--- src/rtl/dmem_arbiter.sv ---
// Two-port round-robin arbiter and access sequencer in front of data_mem.
// One transaction at a time; misaligned half/word writes are answered with err, never issued.
`timescale 1ns/1ps
module dmem_arbiter #(
  parameter int unsigned ADDR_W      = 32,
  parameter int unsigned DATA_W      = 32,
  parameter int unsigned MEM_RD_LAT  = 1,
  parameter int unsigned CHECK_ALIGN = 1
) (
  input  logic              clk,
  input  logic              rst_n,
  input  logic              req0,
  input  logic [1:0]        we0,
  input  logic [ADDR_W-1:0] addr0,
  input  logic [DATA_W-1:0] wdata0,
  input  logic              req1,
  input  logic [1:0]        we1,
  input  logic [ADDR_W-1:0] addr1,
  input  logic [DATA_W-1:0] wdata1,
  output logic              gnt0,
  output logic              gnt1,
  output logic              rvalid0,
  output logic              rvalid1,
  output logic [DATA_W-1:0] rdata0,
  output logic [DATA_W-1:0] rdata1,
  output logic              err0,
  output logic              err1,
  output logic              busy,
  output logic [1:0]        mem_write_en,
  output logic [ADDR_W-1:0] mem_addr,
  output logic [DATA_W-1:0] mem_data_in,
  input  logic [DATA_W-1:0] mem_data_out
);

  typedef enum logic [1:0] {StIdle, StAccess, StWait, StResp} state_e;

  localparam logic [1:0] OpWord = 2'b00;
  localparam logic [1:0] OpHalf = 2'b01;
  localparam logic [1:0] OpRead = 2'b11;
  localparam int unsigned CntW  = 2;

  state_e            state_q, state_d;
  logic              last_grant_q, last_grant_d;
  logic              port_q, port_d;
  logic [1:0]        we_q, we_d;
  logic [ADDR_W-1:0] addr_q, addr_d;
  logic [DATA_W-1:0] wdata_q, wdata_d;
  logic              err_q, err_d;
  logic [CntW-1:0]   cnt_q, cnt_d;
  logic [DATA_W-1:0] rdata_q, rdata_d;

  logic              idle_ok;
  logic              grant0, grant1;
  logic [1:0]        sel_we;
  logic [ADDR_W-1:0] sel_addr;
  logic [DATA_W-1:0] sel_wdata;
  logic              misaligned;
  logic              resp;

  // Gating with rst_n keeps gnt low while reset is asserted, even though state is already IDLE.
  assign idle_ok = (state_q == StIdle) && rst_n;
  assign grant0  = idle_ok && req0 && (!req1 || last_grant_q);
  assign grant1  = idle_ok && req1 && (!req0 || !last_grant_q);

  assign sel_we    = grant1 ? we1    : we0;
  assign sel_addr  = grant1 ? addr1  : addr0;
  assign sel_wdata = grant1 ? wdata1 : wdata0;

  assign misaligned = (CHECK_ALIGN != 0) &&
                      (((sel_we == OpWord) && (sel_addr[1:0] != 2'b00)) ||
                       ((sel_we == OpHalf) && sel_addr[0]));

  always_comb begin
    state_d      = state_q;
    last_grant_d = last_grant_q;
    port_d       = port_q;
    we_d         = we_q;
    addr_d       = addr_q;
    wdata_d      = wdata_q;
    err_d        = err_q;
    cnt_d        = cnt_q;
    rdata_d      = rdata_q;
    unique case (state_q)
      StIdle: begin
        if (grant0 || grant1) begin
          port_d       = grant1;
          last_grant_d = grant1;
          we_d         = sel_we;
          addr_d       = sel_addr;
          wdata_d      = sel_wdata;
          err_d        = misaligned;
          rdata_d      = '0;
          state_d      = misaligned ? StResp : StAccess;
        end
      end
      StAccess: begin
        if (we_q == OpRead) begin
          cnt_d   = CntW'(MEM_RD_LAT - 1);
          state_d = StWait;
        end else begin
          state_d = StResp;
        end
      end
      StWait: begin
        if (cnt_q == '0) begin
          rdata_d = mem_data_out;
          state_d = StResp;
        end else begin
          cnt_d = cnt_q - 1'b1;
        end
      end
      StResp: begin
        state_d = StIdle;
      end
      default: begin
        state_d = StIdle;
      end
    endcase
  end

  always_ff @(posedge clk or negedge rst_n) begin
    if (!rst_n) begin
      state_q      <= StIdle;
      last_grant_q <= 1'b1;
      port_q       <= 1'b0;
      we_q         <= OpRead;
      addr_q       <= '0;
      wdata_q      <= '0;
      err_q        <= 1'b0;
      cnt_q        <= '0;
      rdata_q      <= '0;
    end else begin
      state_q      <= state_d;
      last_grant_q <= last_grant_d;
      port_q       <= port_d;
      we_q         <= we_d;
      addr_q       <= addr_d;
      wdata_q      <= wdata_d;
      err_q        <= err_d;
      cnt_q        <= cnt_d;
      rdata_q      <= rdata_d;
    end
  end

  assign gnt0 = grant0;
  assign gnt1 = grant1;
  assign busy = (state_q != StIdle);

  assign resp    = (state_q == StResp);
  assign rvalid0 = resp && !port_q;
  assign rvalid1 = resp && port_q;
  assign rdata0  = rvalid0 ? rdata_q : '0;
  assign rdata1  = rvalid1 ? rdata_q : '0;
  assign err0    = rvalid0 && err_q;
  assign err1    = rvalid1 && err_q;

  // Memory side depends only on registered state/command; no path from req.
  assign mem_write_en = (state_q == StAccess) ? we_q : OpRead;
  assign mem_addr     = addr_q;
  assign mem_data_in  = wdata_q;

endmodule

--- config.mk ---
export PLATFORM = sky130hd
export DESIGN_NAME = dmem_arbiter
export DESIGN_NICKNAME = d
export VERILOG_FILES = /design/src/rtl/dmem_arbiter.sv
export SDC_FILE = /design/constraint.sdc
export NUM_CORES = 1
export LEC_CHECK = 0
export ABC_AREA = 1
export ABC_CLOCK_PERIOD_IN_PS = 1600
export CAP_MARGIN = 20
export CORE_AREA = 2 2 90 179
export CTS_CLUSTER_SIZE = 30
export DETAILED_ROUTE_END_ITERATION = 10
export DIE_AREA = 0 0 92 181
export HOLD_SLACK_MARGIN = 0.06
export PLACE_DENSITY = 0.81
export SKIP_LAST_GASP = 1
export SLEW_MARGIN = 25
export SYNTH_ARGS = -nofsm -noshare
export SYNTH_HDL_FRONTEND = slang
export SYNTH_SLANG_ARGS = --single-unit
export TNS_END_PERCENT = 100
--- constraint.sdc ---
create_clock -name clk -period 1.6 [get_ports clk]
set_input_delay 0.32 -clock clk [delete_from_list [all_inputs] [get_ports clk]]
set_output_delay 0.32 -clock clk [all_outputs]
set_load 0.05 [all_outputs]
==> results of run 1 <==
-- metal layers --
layer  GRT usage, %  vias up  part of all wire [%]
met3           5.46      129                   5.8
met1           29.3     3193                    32
li1               -     2862                     -
met2           56.8      381                    55
met4           20.0        0                   7.7
met5              0        -                     0
-- metrics by stage --
step | total power [W] | instance area (sq um) | worst slack [ns] | util [%]
after floorplan | 0.0120 | 5450 | -0.0793 | -
after global placement | 0.0164 | 9550 | -0.340 | 62.8
after detailed placement | 0.0166 | 9550 | -0.353 | 62.8
after CTS | 0.0219 | 11500 | -0.349 | 75.4
after global routing | 0.0251 | 12300 | -0.505 | 80.9
final | 0.0243 | 12300 | -0.459 | 80.9
-- power by group through the flow --
stage               Combinational [W]  Sequential (W)  Clock [W]
floorplan                     0.00483         0.00722          0
global placement               0.0119         0.00448          0
detailed placement             0.0121         0.00453          0
CTS                            0.0151         0.00457    0.00224
global route                   0.0178         0.00494    0.00238
finish                         0.0172         0.00485    0.00227
-- registers in the layout, summed over array words and instances, names as in the netlist --
signal and cells:
we_q 2, last_grant_q 1, mem_data_in 32, mem_addr 32
state_q 2, cnt_q 2, rdata_q 32, port_q 1
err_q 1
-- cell type report --
cell class / count / area, sq um / share of cell area [%]
Timing Repair Buffer: 417 / 5280 / 42.8
Clock buffer: 14 / 284 / 2.31
Sequential cell: 105 / 2630 / 21.4
Inverter: 53 / 240 / 1.95
Clock inverter: 2 / 10.0 / 0.0813
Multi-Input combinational cell: 445 / 3580 / 29.1
Antenna cell: 1 / 2.50 / 0.0203
Timing Repair inverter: 3 / 38.8 / 0.315
Tap cell: 198 / 248 / 2.01
-- worst paths after layout --
kind | from | slack, ns | endpoint
min in group clk | we_q[0]$_DFFE_PN1P_ | 0.48 | we_q[0]$_DFFE_PN1P_
setup reg to reg | state_q[0]$_DFFE_PN0P_ | -0.46 | rdata_q[6]$_DFFE_PN0P_
hold reg to reg | we_q[0]$_DFFE_PN1P_ | 0.48 | we_q[0]$_DFFE_PN1P_
max in group asynchronous | rst_n | 0.94 | mem_addr[26]$_DFFE_PN0P_
hold / removal | rst_n | 0.15 | rdata_q[24]$_DFFE_PN0P_
setup / recovery | state_q[0]$_DFFE_PN0P_ | -0.46 | rdata_q[6]$_DFFE_PN0P_
-- logic make-up after synthesis --
logic type,Yosys count
AND/OR/NAND/NOR,330
AO/OA/AOI/OAI,109
flip-flops,105
buffers and inverters,97
adder cells (fa/ha/maj),6
-- synth_stat cells --
cell	n	share of area [%]
nand2_1	156	11
nor2_1	132	9.4
dfrtp_1	102	48
a31oi_1	63	7.5
inv_1	50	3.6
nand3_1	34	3.2
o21ai_2	31	5.2
buf_2	19	1.8
o21ai_0	10	0.95
clkbuf_1	9	0.64
buf_4	8	1.1
ha_1	6	1.4
buf_6	5	1.1
buf_12	3	1.1
dfstp_2	3	1.5
inv_4	3	0.36
nor2_2	3	0.36
o21ai_1	3	0.28
or2_2	2	0.24
a21oi_1	1	0.095
nand2_2	1	0.12
nand2_4	1	0.21
o21a_1	1	0.14
or2_4	1	0.17
-- worst max-delay path, cell delays in order, from the launching register on --
cell and delay (ns):
dfrtp_1 0.41, inv_2 0.11, ha_4 0.18, nand2_4 0.08, buf_12 0.13, nor2_4 0.12, buf_6 0.12, nor2_4 0.04
nand2_2 0.10, nand2_4 0.07, inv_4 0.08, o21ai_4 0.07, inv_4 0.09, buf_6 0.13, clkbuf_16 0.16, o21ai_2 0.05
-- timing repair --
| item | in CTS | in global routing |
|---|---|---|
| setup buffers | 38 | 17 |
| hold buffers | 0 | 0 |
| endpoints found under the setup margin | 177 | 178 |
| gates resized for setup | 203 | 181 |
| pin swaps | 20 | 33 |
| cloned | 23 | 5 |
==> results.md, run 1 <==
* Initial antenna violation count at 1
* All-layer global routing usage at 30.3%
* Hold Path Class: input port to asynchronous set/reset pin
* Setup CP Type: flip-flop to flip-flop
* Routability cong. at 0.865
* GRT overflow at 0
* Share of layout cells above drive strength 1 at roughly 51%
* Worst Max-Slew Pin Slew at between 0.7 and 0.8 ns
* Sequential power share at ~20%
* Largest net degree at the start of global routing at 54
* # fillers at 774
* First-pass GRT wire length at 38500 um
* Final WS setup at -0.459 ns
* Die ar. at about 17000 sq um
* Logic pwr share at about 70%
* Clk_skew at 0.0101 ns
* Layout Nets at 1208
* RSZ-0062 raised after global routing: true
* Leading cell type in the layout, fill and taps excluded: clkdlybuf4s50_1
* Avg WL per Cell at roughly 23 um
* Fin. max-slew vios at 0
* Final routed DRC violation total at 0
* Min Hold Slack at 0.153 ns
* Fmax at 486 MHz
* Synth Instances at 647
* Largest family of logic cells by synthesized area: simple AND/OR/NAND/NOR gates
* Slew HR at 52.3%
* Crit path DAT at roughly 2.3 ns
* Starting Density at 34.6%
* CTS H-tree depth at 3
* MaxCap Viol Count at 0
* CTS tree: yes
* Worst-Skew Late Latency at 0.35 ns
* Final Hold Fails at 0
* P_int at 0.0122 W
* Num CTS Buffers at 9
* Number of distinct library cells after synthesis at 24
* Vert. Die Dim at 181 um
* IO Port Bufs at 304
* Clock buffer depth at 2
* Leakage at ~5 nW
* Post-detailed-route via-to-cell ratio at between 5 and 6
* Cells on worst reg2reg path at 15
* Post-synthesis compound-gate area fraction at between 10% and 20%
* #FFs+latches synth at between 100 and 150
* # IOs at 305
* Reg clk slew, reported paths at 0.08 ns
* DR vias at 6565
* Syn Std Cell Area at 5270 sq um
* Synthesized net count at a little over 800
* CP Capture Type: flip-flop
* Syn_area_per_cell at 8.15 sq um
* Final HPWL DP at around 15000 um
* Crit Path Max Fanout at 5
* Outcome: finished with violations
* Iter 0 DRT Violations at 334
* Non-Filler Instances at 1238
* Post-Place Cells at 1155
* Detailed Route WL at about 28000 um
* Sw frac at 49.7%
* Net switching power at ~0.012 W
* Worst vdd ir at 1.40 mV
* Synth Area in XOR/XNOR at 0%
* Setup_tns at -59.24 ns
* Min cycle time layout at 2.06 ns
* TritonRoute pass-1 iters at 5
* Seq/Total Area, Yosys at 49.9%
* Vias in the first global route at 6846
* Simple-Gate Fraction of Synth Area at approximately 25%
* Worst endpoint required time at 1.83 ns
* Setup violations, final at 178
* Mux share of post-synthesis cell area at 0%
* Core ar. at between 15000 and 20000 sq um
* Adder-cell share of the synthesized area at 1.42%
* Ys Warns at 0
* Power Density at 1970 nW/um^2
* Root buffer cell: clkbuf_16
* Clock Sink Count at 105
* Period utilization at 129%
* Startpoint types: flip-flop
* Area delta synth->final at 134%
* Clk network pwr share at 9.3%
* Most frequent cells in the layout: 166 x clkdlybuf4s50_1, 102 x dfrtp_1, 99 x nand2_1
* Die W at around 92 um
* Failing checks: setup timing
* Post-DRT Antenna Nets at 0
* Row count at 64
No activity file was read; power rests on OpenSTA's default activity.
==> run 2, diff against run 1 <==
--- a/config.mk
+++ b/config.mk
@@ -19,4 +19,4 @@
 export SYNTH_ARGS = -nofsm -noshare
 export SYNTH_HDL_FRONTEND = slang
 export SYNTH_SLANG_ARGS = --single-unit
-export TNS_END_PERCENT = 100
+export TNS_END_PERCENT = 30
==> run 2 against run 1 <==
Net effect:
- the run still ends with setup timing left
- combinational power decreased by 22%
- clock power increased by 3%
- non-clock buffer count is 59 lower
- critical path type is now flip-flop to output pin
- largest cell class unchanged
==> results.md, run 2 (same netlist as run 1, synthesis figures left out) <==
* Area delta synth->final at 99.6%
* Clock buffer depth at 2
* IO Port Bufs at 304
* Final HPWL DP at 14700 um
* Min cycle time layout at 1.96 ns
* Outcome: finished with violations
* Final routed DRC violation total at 0
* Final Hold Fails at 0
* Worst-Skew Late Latency at 0.35 ns
* Crit Path Max Fanout at 10
* Worst endpoint required time at 1.28 ns
* Power Density at 1940 nW/um^2
* Vert. Die Dim at between 150 and 200 um
* First-pass GRT wire length at 30300 um
* Detailed Route WL at 20700 um
* GRT overflow at 0
* Starting Density at around a third
* CP Capture Type: output pin
* Final WS setup at -0.362 ns
* Post-DRT Antenna Nets at 0
* CTS tree: yes
* Fmax at 510 MHz
* Largest net degree at the start of global routing at between 100 and 150
* Die ar. at 16700 sq um
* Leakage at 4.42 nW
* Avg WL per Cell at 17.6 um
* Iter 0 DRT Violations at between 200 and 250
* Initial antenna violation count at 1
* Sequential power share at 22.3%
* Post-detailed-route via-to-cell ratio at 4.92
* Clock Sink Count at 105
* Routability cong. at about 0.85
* Layout Nets at 1146
* Logic pwr share at 66.2%
* P_int at about 0.010 W
* Vias in the first global route at 5878
* Setup violations, final at around 170
* Hold Path Class: input port to asynchronous set/reset pin
* Slew HR at 63.7%
* Setup CP Type: flip-flop to output pin
* RSZ-0062 raised after global routing: true
* Leading cell type in the layout, fill and taps excluded: clkdlybuf4s50_1
* Net switching power at 0.0100 W
* TritonRoute pass-1 iters at 6
* Cells on worst reg2reg path at 11
* Row count at 64
* # IOs at approximately 310
* Share of layout cells above drive strength 1 at 33.6%
* Worst vdd ir at 0.933 mV
* All-layer global routing usage at 23.4%
* Most frequent cells in the layout: 166 x clkdlybuf4s50_1, 152 x nand2_1, 102 x dfrtp_1
* Worst Max-Slew Pin Slew at approximately 0.54 ns
* Fin util at 69.1%
* Reg clk slew, reported paths at 0.07 ns
* Worst R2R Setup Slack at -0.26 ns
* MaxCap Viol Count at 0
* Clk_skew at 0.0101 ns
* Period utilization at 123%
* Core ar. at 15200 sq um
* Crit path DAT at 1.64 ns
* Root buffer cell: clkbuf_16
* Power Total at 0.0204 W
* Sw frac at 49.3%
* Clk network pwr share at 11.5%
* Startpoint types: flip-flop
* Fin. max-slew vios at 0
* Failing checks: setup timing
* DR vias at 5781
* CTS H-tree depth at 3
* Num CTS Buffers at 9
* Setup_tns at -38.37 ns
* Die W at 92 um
-- run 2: path summary, 6_finish.rpt --
check,end,from
worst max-delay path,rvalid1,state_q[0]$_DFFE_PN0P_
worst min-delay path,err_q$_DFFE_PN0P_,rst_n
worst max register to register,rdata_q[27]$_DFFE_PN0P_,state_q[0]$_DFFE_PN0P_
worst min register to register,we_q[1]$_DFFE_PN1P_,we_q[1]$_DFFE_PN1P_
max in group asynchronous,state_q[1]$_DFFE_PN0P_,rst_n
min in group clk,last_grant_q$_DFFE_PN1P_,rst_n
-- run 2: per-layer routing --
metal  part of all wire [%]  global-route usage, %  routed length (um)
met3                    6.2                   5.09                1290
met4                    4.2                   11.2                 874
met1                     32                   22.9                6650
met5                      0                      0                   0
met2                     57                   45.1               11800
-- run 2: cell type report --
type | count | area [sq um]
Inverter | 53 | 211
Sequential cell | 105 | 2630
Multi-Input combinational cell | 445 | 2690
Fill cell | 1053 | 4700
Tap cell | 198 | 248
Clock buffer | 12 | 267
Antenna cell | 1 | 2.50
Clock inverter | 4 | 50.0
Timing Repair Buffer | 358 | 4420
-- run 2: power groups by stage --
stage          combinational, W  sequential (W)  clock (W)
2_1_floorplan           0.00478         0.00722          0
3_3_place_gp             0.0122         0.00450          0
3_5_place_dp             0.0124         0.00456          0
4_1_cts                  0.0130         0.00454    0.00238
5_1_grt                  0.0142         0.00469    0.00247
6_report                 0.0135         0.00455    0.00233
-- run 2: repair_timing --
item                                    4_1_cts  5_1_grt
hold buffers                                  1        0
pin swaps                                     1        1
buffers inserted                              2        0
resized for setup                            50       43
gates cloned                                  2        4
endpoints found under the setup margin      174      176
hold endpoints to repair                      4        0
-- run 2: worst max-delay path, cell delays in order, from the launching register on --
cell and delay [ns]:
dfrtp_1 0.39, buf_4 0.16, ha_4 0.19, nand2_8 0.11, buf_12 0.18, inv_1 0.06, buf_4 0.19
-- run 2: per-stage QoR --
step | area (sq um) | setup slack, ns | instances | hold slack (ns)
final | 10500 | -0.362 | 1176 | 0.0743
after global routing | 10500 | -0.411 | 1176 | 0.112
after CTS | 10200 | -0.345 | 1171 | 0.0866
after detailed placement | 9590 | -0.327 | 1150 | 0.267
after global placement | 9590 | -0.240 | 1150 | 0.266
after floorplan | 5430 | -0.0799 | 647 | 0.0244
